**src/rtl/tdd_frame_timer_pkg.sv**
```systemverilog
// Shared widths and register reset defaults for the TDD frame timer slice.
package tdd_frame_timer_pkg;

  localparam int unsigned CW_DEF        = 24;
  localparam int unsigned FCW_DEF       = 32;

  localparam int unsigned FRAME_LEN_RST = 1920;
  localparam int unsigned TSTART_RST    = 0;
  localparam int unsigned TEND_RST      = 1919;
  localparam int unsigned RSTART_RST    = 0;
  localparam int unsigned REND_RST      = 1919;

endpackage

```
**src/rtl/tdd_frame_timer_window_cmp.sv**
```systemverilog
// Inclusive window match on a sample index; start > end selects a wrap-around window.
module tdd_window_cmp
  import tdd_frame_timer_pkg::*;
#(
  parameter int unsigned CW = CW_DEF
) (
  input  logic [CW-1:0] i_start,
  input  logic [CW-1:0] i_end,
  input  logic [CW-1:0] i_cnt,
  output logic          o_match_c
);

  assign o_match_c = (i_start <= i_end) ? ((i_cnt >= i_start) && (i_cnt <= i_end))
                                        : ((i_cnt >= i_start) || (i_cnt <= i_end));

endmodule

```
**src/rtl/tdd_frame_timer.sv**
```systemverilog
// Sample-rate frame counter with shadowed TX/RX windows and one-shot phase adjust.
// Optional TX-priority overlap guard with sticky overlap_err: define TDD_OVERLAP_GUARD_EN.
module tdd_frame_timer
  import tdd_frame_timer_pkg::*;
#(
  parameter int unsigned CW  = CW_DEF,
  parameter int unsigned FCW = FCW_DEF
) (
  input  logic           clk,
  input  logic           rst,
  input  logic           run,
  input  logic           smp_en,
  input  logic           tddmode,
  input  logic [CW-1:0]  frame_len,
  input  logic [CW-1:0]  frame_adj,
  input  logic           adj_wr,
  input  logic [CW-1:0]  tstart,
  input  logic [CW-1:0]  tend,
  input  logic [CW-1:0]  rstart,
  input  logic [CW-1:0]  rend,
  output logic [CW-1:0]  cnt,
  output logic [FCW-1:0] frame_cnt,
  output logic           frame_sync,
  output logic           tx_en,
  output logic           rx_en,
  output logic           adj_pending
`ifdef TDD_OVERLAP_GUARD_EN
  ,
  output logic           overlap_err
`endif
);

  logic           r_run_d;
  logic [CW-1:0]  r_cnt;
  logic [CW-1:0]  r_len;
  logic [CW-1:0]  r_ts;
  logic [CW-1:0]  r_te;
  logic [CW-1:0]  r_rs;
  logic [CW-1:0]  r_re;
  logic [CW-1:0]  r_adj_val;
  logic [FCW-1:0] r_frame_cnt;
  logic           r_frame_sync;
  logic           r_tx_en;
  logic           r_rx_en;
  logic           r_adj_pending;

  logic           w_load;
  logic           w_step;
  logic           w_bnd;
  logic           w_reload;
  logic           w_adj_ok;
  logic           w_tx_m;
  logic           w_rx_m;
  logic           w_tx_nxt;
  logic           w_rx_nxt;
  logic [CW-1:0]  w_cur_len;
  logic [CW-1:0]  w_new_len;
  logic [CW-1:0]  w_cnt_nxt;
  logic [CW-1:0]  w_ts;
  logic [CW-1:0]  w_te;
  logic [CW-1:0]  w_rs;
  logic [CW-1:0]  w_re;

  // First run cycle only loads shadows and parks cnt at 0 so the gates are valid for sample 0.
  assign w_load    = run & ~r_run_d;
  assign w_step    = run & r_run_d & smp_en;
  assign w_cur_len = (r_len == '0) ? CW'(1) : r_len;
  assign w_new_len = (frame_len == '0) ? CW'(1) : frame_len;
  assign w_bnd     = w_step & (r_cnt == (w_cur_len - CW'(1)));
  assign w_reload  = w_load | w_bnd;
  assign w_adj_ok  = r_adj_pending & (r_adj_val < w_new_len);

  always_comb begin
    w_cnt_nxt = r_cnt + CW'(1);
    if (w_load) begin
      w_cnt_nxt = '0;
    end else if (w_bnd) begin
      w_cnt_nxt = w_adj_ok ? r_adj_val : '0;
    end
  end

  // Bounds that will be in force for the next cnt value.
  assign w_ts = w_reload ? tstart : r_ts;
  assign w_te = w_reload ? tend   : r_te;
  assign w_rs = w_reload ? rstart : r_rs;
  assign w_re = w_reload ? rend   : r_re;

  tdd_window_cmp #(.CW(CW)) u_tx_win (
    .i_start   (w_ts),
    .i_end     (w_te),
    .i_cnt     (w_cnt_nxt),
    .o_match_c (w_tx_m)
  );

  tdd_window_cmp #(.CW(CW)) u_rx_win (
    .i_start   (w_rs),
    .i_end     (w_re),
    .i_cnt     (w_cnt_nxt),
    .o_match_c (w_rx_m)
  );

  assign w_tx_nxt = tddmode ? w_tx_m : 1'b1;
`ifdef TDD_OVERLAP_GUARD_EN
  assign w_rx_nxt = tddmode ? (w_rx_m & ~w_tx_m) : 1'b1;
`else
  assign w_rx_nxt = tddmode ? w_rx_m : 1'b1;
`endif

  // Adjust request survives run deassert; a write on a boundary cycle stays pending.
  always_ff @(posedge clk or posedge rst) begin
    if (rst) begin
      r_adj_val     <= '0;
      r_adj_pending <= 1'b0;
    end else if (adj_wr) begin
      r_adj_val     <= frame_adj;
      r_adj_pending <= 1'b1;
    end else if (w_bnd) begin
      r_adj_pending <= 1'b0;
    end
  end

  always_ff @(posedge clk or posedge rst) begin
    if (rst) begin
      r_run_d      <= 1'b0;
      r_cnt        <= '0;
      r_frame_cnt  <= '0;
      r_frame_sync <= 1'b0;
      r_tx_en      <= 1'b0;
      r_rx_en      <= 1'b0;
      r_len        <= '0;
      r_ts         <= '0;
      r_te         <= '0;
      r_rs         <= '0;
      r_re         <= '0;
    end else begin
      r_run_d      <= run;
      r_frame_sync <= w_bnd;
      if (!run) begin
        r_cnt       <= '0;
        r_frame_cnt <= '0;
        r_tx_en     <= 1'b0;
        r_rx_en     <= 1'b0;
      end else if (w_load || w_step) begin
        r_cnt       <= w_cnt_nxt;
        r_frame_cnt <= w_load ? '0 : (r_frame_cnt + FCW'(w_bnd));
        r_tx_en     <= w_tx_nxt;
        r_rx_en     <= w_rx_nxt;
        if (w_reload) begin
          r_len <= frame_len;
          r_ts  <= tstart;
          r_te  <= tend;
          r_rs  <= rstart;
          r_re  <= rend;
        end
      end
    end
  end

`ifdef TDD_OVERLAP_GUARD_EN
  logic w_ovl;
  logic r_overlap_err;

  assign w_ovl = tddmode & w_tx_m & w_rx_m;

  always_ff @(posedge clk or posedge rst) begin
    if (rst) begin
      r_overlap_err <= 1'b0;
    end else if (w_load) begin
      r_overlap_err <= w_ovl;
    end else if (w_step && w_ovl) begin
      r_overlap_err <= 1'b1;
    end
  end

  assign overlap_err = r_overlap_err;
`endif

  assign cnt         = r_cnt;
  assign frame_cnt   = r_frame_cnt;
  assign frame_sync  = r_frame_sync;
  assign tx_en       = r_tx_en;
  assign rx_en       = r_rx_en;
  assign adj_pending = r_adj_pending;

endmodule

```
**config.mk**
```make
export PLATFORM = sky130hd
export DESIGN_NAME = tdd_frame_timer
export DESIGN_NICKNAME = d
export VERILOG_FILES = /design/src/rtl/tdd_frame_timer_pkg.sv /design/src/rtl/tdd_frame_timer_window_cmp.sv /design/src/rtl/tdd_frame_timer.sv
export SDC_FILE = /design/constraint.sdc
export NUM_CORES = 1
export LEC_CHECK = 0
export CORE_UTILIZATION = 40
export DETAILED_ROUTE_END_ITERATION = 12
export PLACE_DENSITY = 0.6
export REMOVE_ABC_BUFFERS = 1
export SETUP_SLACK_MARGIN = 0.5
export SKIP_LAST_GASP = 1
export SYNTH_ARGS = -nofsm -noshare
export SYNTH_HDL_FRONTEND = slang
export SYNTH_SLANG_ARGS = --single-unit
```
**constraint.sdc**
```tcl
create_clock -name clk -period 8.5 [get_ports clk]
set_input_delay 2.125 -clock clk [delete_from_list [all_inputs] [get_ports clk]]
set_output_delay 2.125 -clock clk [all_outputs]
set_load 0.01 [all_outputs]
```
* Word level (Yosys, flattened, before mapping)
Cells that the tools add are included.
Operators by class: multiply operators 0, divide/modulo/power cells 0, $lt $le $gt $ge 7, bitwise gates (word level) 7, shift-type cells 0, reduce and logical (&&, ||, !) cells 10, equality and inequality tests 2, mux-type cells 24, add/subtract/negate cells 3
Operators with widths (count):
- $mux W24 | 11
- $le A24 B24 Y1 | 4
- $mux W32 | 3
- $ge A24 B24 Y1 | 2
- $logic_not A24 Y1 | 2
- $add A32 B1 Y32 | 1
- $add A24 B1 Y24 const B | 1
- $eq A24 B24 Y1 | 1
- $lt A24 B24 Y1 | 1
- $sub A24 B1 Y24 const B | 1
- $mux W1 | 10
- $and A1 B1 Y1 | 5
- $logic_or A1 B1 Y1 | 3
- $reduce_and A3 Y1 | 1
- $logic_and A1 B1 Y1 | 2
- $ne A2 B1 Y1 const B | 1
- $reduce_and A2 Y1 | 1
- $reduce_bool A2 Y1 | 1
- $not A1 Y1 | 1
- $or A1 B1 Y1 | 1
Storage, ports and cells: latch bits 0, RAM bits 0, memories 0, memory bits (read-only) 0, output and inout bits 60, logic and storage cells 66, flip-flop bits (word level) 205, input port bits 150

* Depth between registers and ports, before layout
Gate-level depths: netlist of the first run.
word-level depth 13, depth in mapped cells 27, depth with buffers taken out 24

* Modules after synthesis
A second synthesis of the first run with hierarchy kept.
Unflattened totals: cell total of the unflattened synthesis 1533, area, all modules 15899.0 um^2
By module, submodules not included:
- tdd_frame_timer | area each 12433.2 um^2, instances 1, cells an instance 1095, seq. area each 5129.9 um^2
- tdd_window_cmp | area each 1732.9 um^2, instances 2, cells an instance 219, seq. area each 0.0 um^2

* Least setup slack after synthesis of the first run
No wires, ideal clock.
path kind input port to flip-flop, from input frame_len[6], to register r_tx_en, in the netlist tx_en, library setup time 0.126 ns, data arrival time 5.975 ns, cell stages on the path 18, path buffers 2, data required time 8.374 ns, slack 2.399 ns, path through inv_1 ha_1 and3_1 a221o_1 a21oi_1 o21ai_0 a211oi_1 clkbuf_1 clkbuf_1 nand3_1 a21oi_1 ha_1 a21o_1 a21o_1 a2111oi_0 a21oi_1 or2_2 a221o_1
Between the ends: cells in the longest elaborated chain, start to end 13, elaborated cells on any way between the ends 15, those cells by class order compare: 3; mux: 8; bitwise: 1; reduce/logical: 3
Ends and longest elaborated chain:
- start: declaration | line tdd_frame_timer.sv:14 | input logic [CW-1:0] frame_len,
- $logic_not A24 Y1 | line tdd_frame_timer.sv:68 | assign w_new_len = (frame_len == '0) ? CW'(1) : frame_len;
- $mux W24 (*) | line tdd_frame_timer.sv:68
- $lt A24 B24 Y1 (*) | line tdd_frame_timer.sv:71 | assign w_adj_ok = r_adj_pending & (r_adj_val < w_new_len);
- $and A1 B1 Y1 (*) | line tdd_frame_timer.sv:71
- $mux W24 (*) | line tdd_frame_timer.sv:78 | w_cnt_nxt = w_adj_ok ? r_adj_val : '0;
- $mux W24 (*) | line tdd_frame_timer.sv:77 | end else if (w_bnd) begin
- $mux W24 (*) | line tdd_frame_timer.sv:75 | if (w_load) begin
- $ge A24 B24 Y1 / $le A24 B24 Y1 (equally long branches) | line tdd_frame_timer_window_cmp.sv:13, tdd_frame_timer_window_cmp.sv:14
- $logic_or A1 B1 Y1 / $logic_and A1 B1 Y1 (equally long branches) | line tdd_frame_timer_window_cmp.sv:14, tdd_frame_timer_window_cmp.sv:13
- $mux W1 (*) | line tdd_frame_timer_window_cmp.sv:13 | assign o_match_c = (i_start <= i_end) ? ((i_cnt >= i_start) && (i_cnt <= i_end))
- $mux W1 (*) | line tdd_frame_timer.sv:102 | assign w_tx_nxt = tddmode ? w_tx_m : 1'b1;
- $mux W1 (*) | line tdd_frame_timer.sv:143 | end else if (w_load || w_step) begin
- $mux W1 (*) | line tdd_frame_timer.sv:138 | if (!run) begin
- end signal: assignment | line tdd_frame_timer.sv:146 | r_tx_en <= w_tx_nxt;
- end: declaration | line tdd_frame_timer.sv:43 | logic r_tx_en;
Every way passes the cells marked *; elsewhere a longest branch is shown, timed or not. The select of a mux whose other input is x is not followed. A chain may end at the register's enable or synchronous reset.

* Final worst setup path of the first run
from register r_len[7], to register r_tx_en, in the netlist tx_en
Between the ends: cells in the longest elaborated chain, start to end 13, elaborated cells on any way between the ends 19, those cells by class add/sub: 1; order compare: 3; eq/ne: 1; mux: 9; bitwise: 2; reduce/logical: 3
Ends and longest elaborated chain:
- start: declaration | line tdd_frame_timer.sv:35 | logic [CW-1:0] r_len;
- start signal: assignment | line tdd_frame_timer.sv:149 | r_len <= frame_len;
- $logic_not A24 Y1 | line tdd_frame_timer.sv:67 | assign w_cur_len = (r_len == '0) ? CW'(1) : r_len;
- $mux W24 (*) | line tdd_frame_timer.sv:67
- $sub A24 B1 Y24 (*) | line tdd_frame_timer.sv:69 | assign w_bnd = w_step & (r_cnt == (w_cur_len - CW'(1)));
- $eq A24 B24 Y1 (*) | line tdd_frame_timer.sv:69
- $and A1 B1 Y1 (*) | line tdd_frame_timer.sv:69
- $mux W24 / $or A1 B1 Y1 (equally long branches) | line tdd_frame_timer.sv:77, tdd_frame_timer.sv:70
- $mux W24 (on tied branches)
- $ge A24 B24 Y1 / $le A24 B24 Y1 (equally long branches) | line tdd_frame_timer_window_cmp.sv:13, tdd_frame_timer_window_cmp.sv:14
- $logic_or A1 B1 Y1 / $logic_and A1 B1 Y1 (equally long branches) | line tdd_frame_timer_window_cmp.sv:14, tdd_frame_timer_window_cmp.sv:13
- $mux W1 (*) | line tdd_frame_timer_window_cmp.sv:13
- $mux W1 (*) | line tdd_frame_timer.sv:102
- $mux W1 (*) | line tdd_frame_timer.sv:143
- $mux W1 (*) | line tdd_frame_timer.sv:138
Marked as above.

==> metrics.txt, run 1 <==
# TYPE chip_impl_metric gauge
chip_impl_metric{name="drc_errors",unit=""} 15
chip_impl_metric{name="r2r_setup_slack",unit="ns"} 1.28
chip_impl_info{name="cts_tree",value="done"} 1
chip_impl_info{name="outcome",value="complete, but fails checks"} 1
chip_impl_info{name="min_delay_startpoint",value="r_ts[8]"} 1
chip_impl_metric{name="gr-usage-all-layers",unit=""} 0.229
chip_impl_metric{name="number_of_maximum_capacitance_violations",unit=""} 0
chip_impl_metric{name="ctsResizeCount",unit=""} 0
chip_impl_metric{name="worst-r2r-cell-count",unit=""} 22
chip_impl_metric{name="post_cts.repair.setup_buffers",unit=""} 0
chip_impl_metric{name="timing.clock.skew",unit="ns"} 0.0188
chip_impl_metric{name="post_synth.cell_area_avg",unit="µm²"} 9.59
chip_impl_metric{name="placementRows",unit=""} 69
chip_impl_metric{name="share_of_flip_flops_with_an_asynchronous_set_or_reset_after_synthesis",unit=""} 1.00
chip_impl_metric{name="final_design_area_no_fill",unit="mm²"} 0.0181
chip_impl_metric{name="total_number_of_vias",unit=""} 12100
chip_impl_metric{name="final_util",unit=""} 0.506
chip_impl_metric{name="fill_cells",unit=""} 3263
chip_impl_info{name="end_kind",value="flop"} 1
chip_impl_metric{name="core",unit="mm²"} 0.0358
chip_impl_metric{name="buffer_ports.inserted",unit=""} 209
chip_impl_metric{name="cts_num_sinks",unit=""} 205
chip_impl_metric{name="number_of_hold_buffers_added_after_cts",unit=""} 0
chip_impl_metric{name="drtPass1Iterations",unit=""} 9
chip_impl_info{name="commonest_cells_after_routing_fill_and_taps_aside",value="209 x sky130_fd_sc_hd__clkdlybuf4s50_1, 205 x sky130_fd_sc_hd__dfrtp_1, 171 x sky130_fd_sc_hd__ha_1, 119 x sky130_fd_sc_hd__inv_1, 114 x sky130_fd_sc_hd__nand2_1"} 1
chip_impl_info{name="timing.setup.critical_path_class",value="reg2reg"} 1
chip_impl_metric{name="timing.final.max_slew_violations",unit=""} 0
chip_impl_metric{name="power_density",unit="mW/mm²"} 170
chip_impl_metric{name="cts_buffer_depth",unit=""} 3
chip_impl_info{name="cts-root-buf",value="sky130_fd_sc_hd__clkbuf_16"} 1
chip_impl_metric{name="sequential_cell_area",unit="mm²"} 0.00513
chip_impl_info{name="min_to",value="r_ts[8]"} 1
chip_impl_metric{name="postRouteAntennaNets",unit=""} 0
chip_impl_metric{name="grt_pass1_wl",unit="mm"} 68.1
chip_impl_metric{name="synth-seq-area-share",unit=""} 0.350
chip_impl_metric{name="grt_start_max_net_pins",unit=""} 139
chip_impl_metric{name="diodes",unit=""} 0
chip_impl_metric{name="design.die.area",unit="mm²"} 0.0374
chip_impl_metric{name="final-hold-violation-count",unit=""} 0
chip_impl_metric{name="antenna_found_initial",unit=""} 0
chip_impl_metric{name="vias_per_cell",unit=""} 5.51
chip_impl_metric{name="yosysUniqueCellTypes",unit=""} 68
chip_impl_metric{name="growth_of_design_area_from_synthesis_to_finish",unit="%"} 23.5
chip_impl_metric{name="cts_max_level",unit=""} 1
chip_impl_metric{name="synthesis.instances",unit=""} 1529
chip_impl_metric{name="timing.critical_path.slowest_cell_delay",unit="ns"} 0.72
chip_impl_info{name="layout.cells.most_common",value="sky130_fd_sc_hd__clkdlybuf4s50_1"} 1
chip_impl_metric{name="layout-drive-gt1-share",unit=""} 0.110
chip_impl_metric{name="final.period_utilization",unit=""} 0.849
chip_impl_metric{name="pin_count",unit=""} 210
chip_impl_metric{name="totalWireLength",unit="mm"} 42.6
chip_impl_metric{name="setup_violations",unit=""} 0
chip_impl_metric{name="wl_per_cell",unit="µm"} 19.4
chip_impl_metric{name="layout_min_cycle_time",unit="ns"} 7.22
chip_impl_metric{name="total_chip_power",unit="mW"} 3.08
chip_impl_metric{name="max_freq",unit="MHz"} 139
chip_impl_info{name="rsz_0062_raised_after_global_routing",value="no"} 1
chip_impl_metric{name="tightestPinTransition",unit="ns"} 1.03
chip_impl_info{name="yosys_most_used_dff",value="sky130_fd_sc_hd__dfrtp_1"} 1
chip_impl_metric{name="peakVddDrop",unit="V"} 0.000147
chip_impl_info{name="reg2reg_to",value="tx_en"} 1
chip_impl_metric{name="yosys_warnings",unit=""} 0
chip_impl_metric{name="synth.cell_area",unit="mm²"} 0.0147
chip_impl_metric{name="yosys_register_bits",unit=""} 205
chip_impl_info{name="crit_path_cell_trace",value="or4_1 -> nor3_1 -> a31oi_1 -> ha_1 -> nor4b_2 -> nand4_1 -> xnor2_1 -> a2111oi_0 -> or4b_4 -> nor4_4 -> and2_1 -> nand2_1 -> o21ai_0 -> ha_1 -> a21o_1 -> a21o_1 -> a21oi_1 -> nor2_1 -> a2111oi_0 -> a21oi_1 -> or2_2 -> a221o_1"} 1
chip_impl_info{name="crit-reg2reg-launch",value="r_len[7]"} 1
chip_impl_metric{name="clock_insertion_delay_worst_skew",unit="ns"} 0.55
chip_impl_metric{name="cp_data_required_time",unit="ns"} 8.94
chip_impl_metric{name="placer_s_final_routability_congestion_estimate",unit=""} 0.911
chip_impl_metric{name="die_width",unit="µm"} 194
chip_impl_info{name="critPathSlowestCell",value="sky130_fd_sc_hd__and2_1"} 1
chip_impl_metric{name="first_global_vias",unit=""} 11900
chip_impl_metric{name="initialDrtViolationCount",unit=""} 912
chip_impl_metric{name="placedInstanceArea",unit="mm²"} 0.0172
chip_impl_info{name="violations_in_the_final_reports",value="DRC"} 1
chip_impl_metric{name="die_y",unit="µm"} 194
chip_impl_metric{name="multiInputGateArea",unit="mm²"} 0.00876
chip_impl_metric{name="hold_depth",unit=""} 1
chip_impl_metric{name="worst-path-max-fanout",unit=""} 20
chip_impl_metric{name="dp.final_hpwl",unit="mm"} 32.8
chip_impl_metric{name="grt_remaining_overflow",unit=""} 0
chip_impl_metric{name="clock_transition_at_the_register_clock_pins_on_the_worst_setup_and_hold_paths_after_cts",unit="ns"} 0.06
chip_impl_metric{name="synth-edff-count",unit=""} 0
chip_impl_metric{name="final_nets",unit=""} 2037
chip_impl_metric{name="numCtsBuffers",unit=""} 26
chip_impl_metric{name="leakage",unit="nW"} 8.70
chip_impl_info{name="worstHoldPathType",value="reg2reg"} 1
chip_impl_metric{name="timing.slew.headroom",unit=""} 0.317
chip_impl_metric{name="timing.critical_path.arrival",unit="ns"} 7.65
chip_impl_info{name="critical_path.startpoint_type",value="flop"} 1
chip_impl_metric{name="floorplan.initialDensity",unit=""} 0.409
kinds of logic after synthesis:
group / after synthesis / synth area share
XOR/XNOR: 78 / 0.0466
multiplexers: 179 / 0.136
AO/OA/AOI/OAI: 281 / 0.120
adder cells (fa/ha/maj): 171 / 0.146
flip-flops: 205 / 0.350
AND/OR/NAND/NOR: 419 / 0.147
buffers and inverters: 196 / 0.0539
where the power goes:
group / switching, mW / leakage (nW) / internal, mW / total [mW]
combinational: 0.370 / 5.69 / 0.332 / 0.703
sequential: 0.0757 / 2.54 / 1.07 / 1.15
clock: 0.457 / 0.467 / 0.772 / 1.23
worst max path at each step:
stage                 startpoint     to  slack [ns]
floorplan               r_len[7]  tx_en       -6.49
global placement    frame_len[6]  tx_en        1.25
detailed placement  frame_len[6]  tx_en        1.09
CTS                    r_len[16]  tx_en        1.38
global route            r_len[7]  tx_en        0.77
finish                  r_len[7]  tx_en        1.28
cell type report:
type	count	share of cell area
Clock buffer	35	0.0416
Inverter	133	0.0280
Multi-Input combinational cell	1128	0.483
Timing Repair Buffer	222	0.121
Clock inverter	12	0.0111
Sequential cell	205	0.283
Tap cell	461	0.0318
metrics by stage:
step	setup WS, ns	hold WS, ns	setup TNS [ns]	cells
after floorplan	-6.49	0.459	-489.64	1466
after global placement	1.25	0.468	0	2149
after detailed placement	1.09	0.477	0	2149
after CTS	1.38	0.491	0	2196
after global routing	0.774	0.500	0	2196
final	1.28	0.489	0	2196
layer usage:
metal / vias to the layer above / part of all wire / GRT usage
met5: - / 0 / 0
met4: 0 / 0.029 / 0.0649
met3: 59 / 0.051 / 0.0262
met2: 360 / 0.46 / 0.371
met1: 5834 / 0.46 / 0.322
li1: 5853 / - / -
cell usage after synthesis (8+ instances only):
cell                       number  area, µm²
sky130_fd_sc_hd__inv_1        120        450
sky130_fd_sc_hd__o21a_1        15        113
sky130_fd_sc_hd__o21ai_1       24        120
sky130_fd_sc_hd__and3_1        25        156
sky130_fd_sc_hd__mux2i_1       50        500
sky130_fd_sc_hd__o21ai_0       54        270
sky130_fd_sc_hd__nand2_1      114        428
sky130_fd_sc_hd__buf_2         22        110
sky130_fd_sc_hd__mux2_4        12        180
sky130_fd_sc_hd__nor2b_1       18        113
sky130_fd_sc_hd__nor3_1        21        105
sky130_fd_sc_hd__nand3_1       40        200
sky130_fd_sc_hd__a22oi_1        9       67.6
sky130_fd_sc_hd__a211oi_1       8       60.1
sky130_fd_sc_hd__nand4_1       42        263
sky130_fd_sc_hd__dfrtp_1      205       5130
sky130_fd_sc_hd__a21oi_1       73        365
sky130_fd_sc_hd__mux2_2        98       1100
sky130_fd_sc_hd__xnor2_1       33        289
sky130_fd_sc_hd__xor2_1        45        394
sky130_fd_sc_hd__or3_1         15       93.8
sky130_fd_sc_hd__ha_1         171       2140
sky130_fd_sc_hd__a21o_1        49        368
sky130_fd_sc_hd__clkbuf_1      32        120
sky130_fd_sc_hd__nor2_1        78        293
sky130_fd_sc_hd__nor4_1        20        125
sky130_fd_sc_hd__inv_2         12       45.0
sky130_fd_sc_hd__mux2_1        19        214
worst max-delay path, delay by kind of cell (launching register included):
family | cells | cell delay [ns]
simple gates | 10 | 3.44
fa+ha+maj | 2 | 0.67
flops | 1 | 0.53
compound gates | 9 | 2.19
xor+xnor | 1 | 0.27
registers in the layout, indices dropped and copies added, names as in the netlist:
name	flops
r_rs	24
r_len	24
frame_cnt	32
frame_sync	1
adj_pending	1
cnt	24
r_te	24
rx_en	1
tx_en	1
r_adj_val	24
r_run_d	1
r_ts	24
r_re	24
Note: power is estimated with default switching activity, not from simulation.
==> run 2: changes to the inputs <==
==> constraint.sdc (replaced) <==
create_clock -name clk -period 6.7 [get_ports clk]
set_input_delay 1.675 -clock clk [delete_from_list [all_inputs] [get_ports clk]]
set_output_delay 1.675 -clock clk [all_outputs]
set_load 0.01 [all_outputs]
==> run 2 against run 1 <==
The run still ends with DRC left; cell area rose by 6.5%; count of clock-buffer cells in the layout is 6 higher; utilization increased by 3.3 points; setup slack worse by 0.53 ns; global-route usage up 0.30 points; wire length rose by 2.7%; clock power increased by 12%.
==> metrics.txt, run 2 (same netlist as run 1, synthesis figures left out) <==
# TYPE chip_impl_metric gauge
chip_impl_metric{name="final_util",unit=""} 0.539
chip_impl_metric{name="core",unit="mm²"} 0.0358
chip_impl_metric{name="setup_violations",unit=""} 0
chip_impl_metric{name="placementRows",unit=""} 69
chip_impl_metric{name="number_of_hold_buffers_added_after_cts",unit=""} 0
chip_impl_metric{name="layout-drive-gt1-share",unit=""} 0.185
chip_impl_metric{name="peakVddDrop",unit="V"} 0.000210
chip_impl_metric{name="worst_setup_slack_after_layout",unit="ns"} 0.750
chip_impl_metric{name="grt_remaining_overflow",unit=""} 0
chip_impl_info{name="worstHoldPathType",value="reg2reg"} 1
chip_impl_info{name="violations_in_the_final_reports",value="DRC"} 1
chip_impl_metric{name="diodes",unit=""} 0
chip_impl_metric{name="final-hold-violation-count",unit=""} 0
chip_impl_metric{name="floorplan.initialDensity",unit=""} 0.409
chip_impl_metric{name="layout_min_cycle_time",unit="ns"} 5.95
chip_impl_metric{name="max_freq",unit="MHz"} 168
chip_impl_metric{name="finalHoldWorstSlack",unit="ns"} 0.486
chip_impl_metric{name="grt_start_max_net_pins",unit=""} 131
chip_impl_info{name="commonest_cells_after_routing_fill_and_taps_aside",value="209 x sky130_fd_sc_hd__clkdlybuf4s50_1, 205 x sky130_fd_sc_hd__dfrtp_1, 171 x sky130_fd_sc_hd__ha_1, 157 x sky130_fd_sc_hd__buf_4, 119 x sky130_fd_sc_hd__inv_1"} 1
chip_impl_metric{name="growth_of_design_area_from_synthesis_to_finish",unit="%"} 31.5
chip_impl_info{name="cts-root-buf",value="sky130_fd_sc_hd__clkbuf_16"} 1
chip_impl_info{name="outcome",value="complete, but fails checks"} 1
chip_impl_metric{name="design.die.area",unit="mm²"} 0.0374
chip_impl_metric{name="initialDrtViolationCount",unit=""} 750
chip_impl_metric{name="final.period_utilization",unit=""} 0.888
chip_impl_info{name="critical-path-top-cell-by-count",value="sky130_fd_sc_hd__buf_4"} 1
chip_impl_metric{name="timing.clock.skew",unit="ns"} 0.0171
chip_impl_metric{name="numCtsBuffers",unit=""} 25
chip_impl_metric{name="timing.critical_path.arrival",unit="ns"} 6.36
chip_impl_info{name="critical_path.startpoint_type",value="flop"} 1
chip_impl_metric{name="cts_buffer_depth",unit=""} 3
chip_impl_metric{name="timing.critical_path.slowest_cell_delay",unit="ns"} 0.51
chip_impl_metric{name="power.share.clock",unit=""} 0.355
chip_impl_metric{name="timing.slew.headroom",unit=""} 0.367
chip_impl_info{name="rsz_0062_raised_after_global_routing",value="yes"} 1
chip_impl_metric{name="dp.final_hpwl",unit="mm"} 34.6
chip_impl_info{name="cts_tree",value="done"} 1
chip_impl_info{name="layout.cells.most_common",value="sky130_fd_sc_hd__clkdlybuf4s50_1"} 1
chip_impl_metric{name="share_seq_of_total_power",unit=""} 0.369
chip_impl_metric{name="gr-usage-all-layers",unit=""} 0.232
chip_impl_metric{name="pre_cts_ws",unit="ns"} 0.230
chip_impl_info{name="timing.setup.critical_path_class",value="reg2reg"} 1
chip_impl_metric{name="first_global_vias",unit=""} 12700
chip_impl_metric{name="buffer_ports.inserted",unit=""} 209
chip_impl_metric{name="total_chip_power",unit="mW"} 3.89
chip_impl_metric{name="number_of_maximum_capacitance_violations",unit=""} 0
chip_impl_metric{name="drtPass1Iterations",unit=""} 12
chip_impl_metric{name="drc_errors",unit=""} 15
chip_impl_metric{name="die_width",unit="µm"} 194
chip_impl_metric{name="netSwitchingPower",unit="mW"} 1.15
chip_impl_metric{name="p_sw_frac",unit=""} 0.295
chip_impl_info{name="crit-reg2reg-launch",value="r_len[17]"} 1
chip_impl_info{name="min_delay_startpoint",value="r_rs[15]"} 1
chip_impl_metric{name="die_y",unit="µm"} 194
chip_impl_metric{name="placer_s_final_routability_congestion_estimate",unit=""} 0.918
chip_impl_metric{name="clock_insertion_delay_worst_skew",unit="ns"} 0.54
chip_impl_metric{name="timing.final.max_slew_violations",unit=""} 0
chip_impl_metric{name="antenna_found_initial",unit=""} 0
chip_impl_metric{name="grt_pass1_wl",unit="mm"} 69.5
chip_impl_metric{name="final_nets",unit=""} 2186
chip_impl_metric{name="cts_num_sinks",unit=""} 205
chip_impl_info{name="critical_path_origin",value="r_len[17]"} 1
chip_impl_metric{name="totalWireLength",unit="mm"} 43.7
chip_impl_metric{name="postRouteAntennaNets",unit=""} 0
chip_impl_metric{name="combPwrFrac",unit=""} 0.275
chip_impl_metric{name="worst-path-max-fanout",unit=""} 6
chip_impl_metric{name="total_number_of_vias",unit=""} 12700
chip_impl_metric{name="pin_count",unit=""} 210
chip_impl_info{name="end_kind",value="flop"} 1
chip_impl_metric{name="leakage",unit="nW"} 9.41
chip_impl_metric{name="p_int",unit="mW"} 2.75
chip_impl_metric{name="power_density",unit="mW/mm²"} 202
chip_impl_metric{name="cp_data_required_time",unit="ns"} 7.11
chip_impl_metric{name="largest_register_ffs",unit=""} 32
chip_impl_metric{name="clock_transition_at_the_register_clock_pins_on_the_worst_setup_and_hold_paths_after_cts",unit="ns"} 0.06
chip_impl_metric{name="wl_per_cell",unit="µm"} 18.6
chip_impl_metric{name="cts_max_level",unit=""} 1
chip_impl_info{name="critPathSlowestCell",value="sky130_fd_sc_hd__or4b_4"} 1
chip_impl_metric{name="tightestPinTransition",unit="ns"} 0.950
chip_impl_metric{name="vias_per_cell",unit=""} 5.41
[run 2: routing by layer]
| metal | vias to the layer above | track usage | share of wire |
|---|---|---|---|
| met4 | 0 | 0.0545 | 0.020 |
| met1 | 6135 | 0.318 | 0.46 |
| met3 | 50 | 0.0255 | 0.049 |
| met5 | - | 0 | 0 |
| met2 | 354 | 0.391 | 0.47 |
| li1 | 6148 | - | - |
[run 2: worst max-delay path, delay by kind of cell (launching register included)]
kind	cells	cell delay, ns
xor+xnor	1	0.15
compound gates	6	1.37
flops	1	0.43
fa+ha+maj	2	0.53
buf+inv	5	0.92
simple gates	11	2.44
[run 2: cell type report]
cell class	instances	area, µm²
clock buffer	41	756
fill	3290	16500
sequential	205	5130
timing repair buffer	372	3380
tap	461	577
multi-input combinational	1128	8870
clock inverter	5	78.8
inverter	133	507
[run 2: worst paths after layout]
path,slack (ns),end,cells after the start
setup / recovery,0.75,tx_en,25
hold / removal,0.49,r_rs[15],1
setup reg to reg,0.75,tx_en,25
hold reg to reg,0.49,r_rs[15],1
max in group asynchronous,4.01,r_len[4],3
min in group asynchronous,1.74,r_rs[20],2
[run 2: metrics by stage]
stage / std cells / setup TNS [ns] / area (µm²)
2_1_floorplan: 1466 / -826.25 / 14400
3_3_place_gp: 2290 / 0 / 18300
3_5_place_dp: 2290 / 0 / 18300
4_1_cts: 2336 / 0 / 19100
5_1_grt: 2345 / 0 / 19300
6_report: 2345 / 0 / 19300
[run 2: what timing repair did]
action	4_1_cts	5_1_grt
setup endpoints to repair	2	2
cloned	0	0
setup buffers	0	9
pin swaps	0	7
resized for setup	5	21
[run 2: power groups by stage]
stage / logic [mW] / clock network, mW / registers (mW)
2_1_floorplan: 0.616 / 0 / 1.44
3_3_place_gp: 1.03 / 0 / 1.45
6_report: 1.07 / 1.38 / 1.44
4_1_cts: 1.06 / 1.42 / 1.44
3_5_place_dp: 1.05 / 0 / 1.46
5_1_grt: 1.19 / 1.48 / 1.45
